===== src/rtl/fifo_read_arbiter.sv =====
// Round-robin arbiter sharing the read port of an async FIFO among NUM_REQ consumers.
// Grants bursts of up to BURST_LEN pops and steers popped data with per-consumer valid strobes.
//
//   state | meaning
//   IDLE  | no owner; pick next requester when FIFO has data
//   BURST | owner popping; stalls while REMPTY, ends on last pop or release
//   GAP   | one dead cycle so the final RD_VALID never overlaps a new grant
module fifo_read_arbiter #(
    parameter int NUM_REQ    = 4,
    parameter int DATA_WIDTH = 8,
    parameter int BURST_LEN  = 4
) (
    input  logic                  CLK,
    input  logic                  RST,
    input  logic [NUM_REQ-1:0]    REQ,
    input  logic                  REMPTY,
    input  logic [DATA_WIDTH-1:0] RDATA,
    output logic                  R_INC,
    output logic [NUM_REQ-1:0]    GNT,
    output logic [NUM_REQ-1:0]    RD_VALID,
    output logic [DATA_WIDTH-1:0] RD_DATA,
    output logic                  BUSY
);

    localparam int LW = (NUM_REQ > 1) ? $clog2(NUM_REQ) : 1;
    localparam int CW = $clog2(BURST_LEN + 1);
    localparam logic [CW-1:0] LAST_CNT = CW'(BURST_LEN - 1);
    localparam logic [LW-1:0] LAST_RST = LW'(NUM_REQ - 1);

    localparam logic [1:0] IDLE  = 2'd0;
    localparam logic [1:0] BURST = 2'd1;
    localparam logic [1:0] GAP   = 2'd2;

    logic [1:0]         state;
    logic [LW-1:0]      last;
    logic [LW-1:0]      winner;
    logic [NUM_REQ-1:0] winner_oh;
    logic [CW-1:0]      count;
    logic               owner_req;

    // Search starts just after the previous winner so every requester gets a turn.
    function automatic logic [LW-1:0] pick(input logic [NUM_REQ-1:0] req,
                                           input logic [LW-1:0] lst);
        logic [LW-1:0] w;
        logic          found;
        int            idx;
        w     = '0;
        found = 1'b0;
        for (int k = 1; k <= NUM_REQ; k++) begin
            idx = (int'(lst) + k) % NUM_REQ;
            if (!found && req[idx]) begin
                w     = LW'(idx);
                found = 1'b1;
            end
        end
        return w;
    endfunction

    always_comb begin
        winner    = pick(REQ, last);
        winner_oh = {{(NUM_REQ-1){1'b0}}, 1'b1} << winner;
        owner_req = |(GNT & REQ);
        R_INC     = (state == BURST) && owner_req && !REMPTY;
        BUSY      = (state != IDLE);
        RD_DATA   = RDATA;
    end

    always_ff @(posedge CLK or posedge RST) begin
        if (RST) begin
            state    <= IDLE;
            GNT      <= '0;
            RD_VALID <= '0;
            count    <= '0;
            last     <= LAST_RST;
        end else begin
            RD_VALID <= R_INC ? GNT : '0;
            case (state)
                IDLE: begin
                    if (|REQ && !REMPTY) begin
                        state <= BURST;
                        GNT   <= winner_oh;
                        last  <= winner;
                        count <= '0;
                    end
                end
                BURST: begin
                    if (!owner_req) begin
                        state <= GAP;
                        GNT   <= '0;
                    end else if (R_INC) begin
                        count <= count + CW'(1);
                        if (count == LAST_CNT) begin
                            state <= GAP;
                            GNT   <= '0;
                        end
                    end
                end
                GAP:     state <= IDLE;
                default: state <= IDLE;
            endcase
        end
    end

`ifndef SYNTHESIS
    a_gnt_onehot: assert property (@(posedge CLK) disable iff (RST) $onehot0(GNT));
    a_rv_onehot:  assert property (@(posedge CLK) disable iff (RST) $onehot0(RD_VALID));
    a_no_pop_empty: assert property (@(posedge CLK) disable iff (RST) !(R_INC && REMPTY));
    a_burst_len:  assert property (@(posedge CLK) disable iff (RST) count <= CW'(BURST_LEN));
`endif

endmodule

===== config.mk =====
export PLATFORM = sky130hd
export DESIGN_NAME = fifo_read_arbiter
export DESIGN_NICKNAME = d
export VERILOG_FILES = /design/src/rtl/fifo_read_arbiter.sv
export SDC_FILE = /design/constraint.sdc
export NUM_CORES = 1
export LEC_CHECK = 0
export CAP_MARGIN = 10
export CORE_MARGIN = 2
export CORE_UTILIZATION = 36
export CTS_CLUSTER_DIAMETER = 120
export CTS_CLUSTER_SIZE = 12
export DETAILED_ROUTE_END_ITERATION = 6
export HOLD_SLACK_MARGIN = 0.05
export PLACE_DENSITY = 0.74
export SKIP_LAST_GASP = 1
export SLEW_MARGIN = 0
export SYNTH_ARGS = -nofsm -noshare
export SYNTH_HDL_FRONTEND = slang
export SYNTH_SLANG_ARGS = --single-unit

===== constraint.sdc =====
create_clock -name CLK -period 4 [get_ports CLK]
set_clock_uncertainty 0.1 [all_clocks]
set_input_delay 0.8 -clock CLK [delete_from_list [all_inputs] [get_ports CLK]]
set_output_delay 0.8 -clock CLK [all_outputs]
set_load 0.1 [all_outputs]

==> qor.csv <==
metric;value;unit
IO Count;33;
grt ovf;0;
Psw;364;uW
worst skew pair latency;0.29;ns
via count;586;
RSZ-0062 raised after global routing;false;
GRT Overall Usage;0.143;
Setup WS pre-CTS;0.922;ns
crit path max fanout;10;
gpl congestion;0.758;
setup slack, reg-to-reg;2.36;ns
H-tree lvl count;1;
endpoints failing hold;0;
RR Endpoint;GNT[3]$_DFFE_PP0P_;
DRT Pass-1 Iters;4;
Async SR Flop Fraction;1.00;
top post-synthesis cells by area;dfrtp_1, buf_4, dfstp_2, and2_1, a22o_1;
Routed Antenna Nets;0;
Comb pwr share;0.546;
Worst path slowest cell;clkdlybuf4s50_1;
Synth Warn #;0;
ant diodes;0;
pwr/cell area;754;nW/um2
total power;716;uW
DR vias/cell;5.14;
Critical Path Source Type;input pin;
Fmax;324;MHz
Synth area leader;dfrtp_1;
commonest non-fill, non-tap cell in the layout;clkdlybuf4s50_1;
clock power share;0.124;
multi-input logic area;333;um2
run status;finished, final reports clean;
Die Span Y;51.1;um
worst vdd ir;0.000355;V
clock buffer depth;2;
Cells after DPL;110;
Std-Cell Rows;17;
number of CTS-inserted buffers;3;
post-cts repair resize count;0;
WL/cell;13.5;um
largest net degree at the start of global routing;16;
DRT iter0 DRCs;25;
Die Wd;51.1;um
Residual DRC;0;
Register Area;378;um2
Worst Max-Slew Pin Slew;0.968;ns
slack of the critical path;0.911;ns
Syn Area/Cell;10.5;um2
worst flop-to-flop path startpoint;state[1]$_DFFE_PP0P_;
register area share after synthesis;0.473;
synthesis-to-finish area growth;18.8;%
Hold Path Stages;1;
CTS tree;yes;
switch share;0.508;
Worst-path clk slew;0.08;ns
Slowest Stage Delay on Critical Path;0.55;ns
Tmin final;3.09;ns
Synth Instances;76;
Synth Flop Type;dfrtp_1;
clk root buf;clkbuf_4;
critical path arrival;2.19;ns
number of flops mapped to enable cells by yosys;0;
Setup Buffers After CTS;0;
Leak;0.426;nW
max cap viols;0;
Internal;353;uW
crit path capture type;primary output;
hold_buf cts;0;
Routed WL;1530;um
FILL cells;207;
# nets final;104;
Detailed Place HPWL;1190;um
worst path cell trace;clkdlybuf4s50_1 > a22o_1 > o211a_1 > buf_4;
normalized max-slew margin;0.353;
vias in the first global route;589;
Distinct cells, synth;32;
FF-to-FF path depth;4;
Initial Utilization;0.372;
Hold Path Sink;count[0]$_DFFE_PP0P_;
hold path startpoint;count[0]$_DFFE_PP0P_;
fin cells;114;
synthesized cell area;800;um2
max-slew violation count;0;
Fin Setup TNS;0;ns
#FFs+latches synth;15;
commonest non-fill, non-tap cells in the layout;clkdlybuf4s50_1, dfrtp_1, nand2_1;
Placeable Area;2150;um2
first-pass GRT wire length;2660;um
top-area cell type share of the netlist area;0.407;
Sequential Power Share;0.330;
initial antenna violation count;0;
DIE AREA;2610;um2
share of layout cells above drive strength 1;0.128;
Port Buffers;16;
Worst EP required;3.10;ns
Post-Syn Nets;93;
# setup viols final;0;
WS Path Type;in -> out;
final period utilization;0.772;
clock sink count;15;
Hold Crit Class;reg -> reg;
hold_ws;0.387;ns
==> sequential cells by signal (all words and copies together) (netlist names) <==
signal,flops
state,2
GNT,4
RD_VALID,4
count,3
last,2
==> critical path, delay by kind of cell <==
| kind | cells | cell delay (ns) |
|---|---|---|
| buffers and inverters | 2 | 0.90 |
| AO/OA/AOI/OAI | 2 | 0.49 |
==> synthesized netlist by cell type (all sizes together) (2+ instances only) <==
library cell and count:
dfrtp 13, buf 10, nand2 6, and2 5, inv 5, a22o 3
nand2b 3, dfstp 2, ha 2, mux2i 2, nand3b 2, nor2 2
nor2b 2, o21ai 2, o221ai 2
==> through the flow <==
stage	utilization	area, um2
final	0.442	950
after global routing	0.442	950
after CTS	0.442	950
after detailed placement	0.429	922
after global placement	0.429	922
after floorplan	-	800
==> per-layer routing <==
metal  wire [um]  GRT usage  vias up
li1            -          -      280
met1         660      0.171      277
met2         721      0.227       23
met3         124     0.0292        6
met4          27      0.104        0
met5           0          0        -
==> cell type report <==
cell class	count	area share
flip-flops and latches	15	0.398
multi-input cells	46	0.350
repair buffers	16	0.166
well taps	28	0.0369
clock buffers	3	0.0237
inverters	5	0.0198
clock inverters	1	0.00527
==> worst max-delay path by stage <==
stage	startpoint	to	slack, ns	cells past startpoint
after global placement	REQ[1]	R_INC	0.94	4
after floorplan	GNT[0]$_DFFE_PP0P_	R_INC	1.27	3
final	REQ[1]	R_INC	0.91	4
after CTS	REQ[1]	R_INC	0.92	4
after global routing	REQ[3]	R_INC	0.84	4
after detailed placement	REQ[1]	R_INC	0.92	4
==> power by group through the flow <==
stage	clock (mW)	sequential (mW)	combinational, mW
after floorplan	0	0.351	0.229
after global placement	0	0.236	0.389
after detailed placement	0	0.239	0.393
after CTS	0.0927	0.236	0.394
after global routing	0.0985	0.243	0.412
final	0.0886	0.237	0.391
==> kinds of logic after synthesis <==
logic type      after synthesis  synth area share
simple gates                 25             0.180
compound gates               16             0.166
buf+inv                      15             0.111
flops                        15             0.473
mux                           3            0.0391
fa+ha+maj                     2            0.0313
Power figures use the tool's default switching activity.
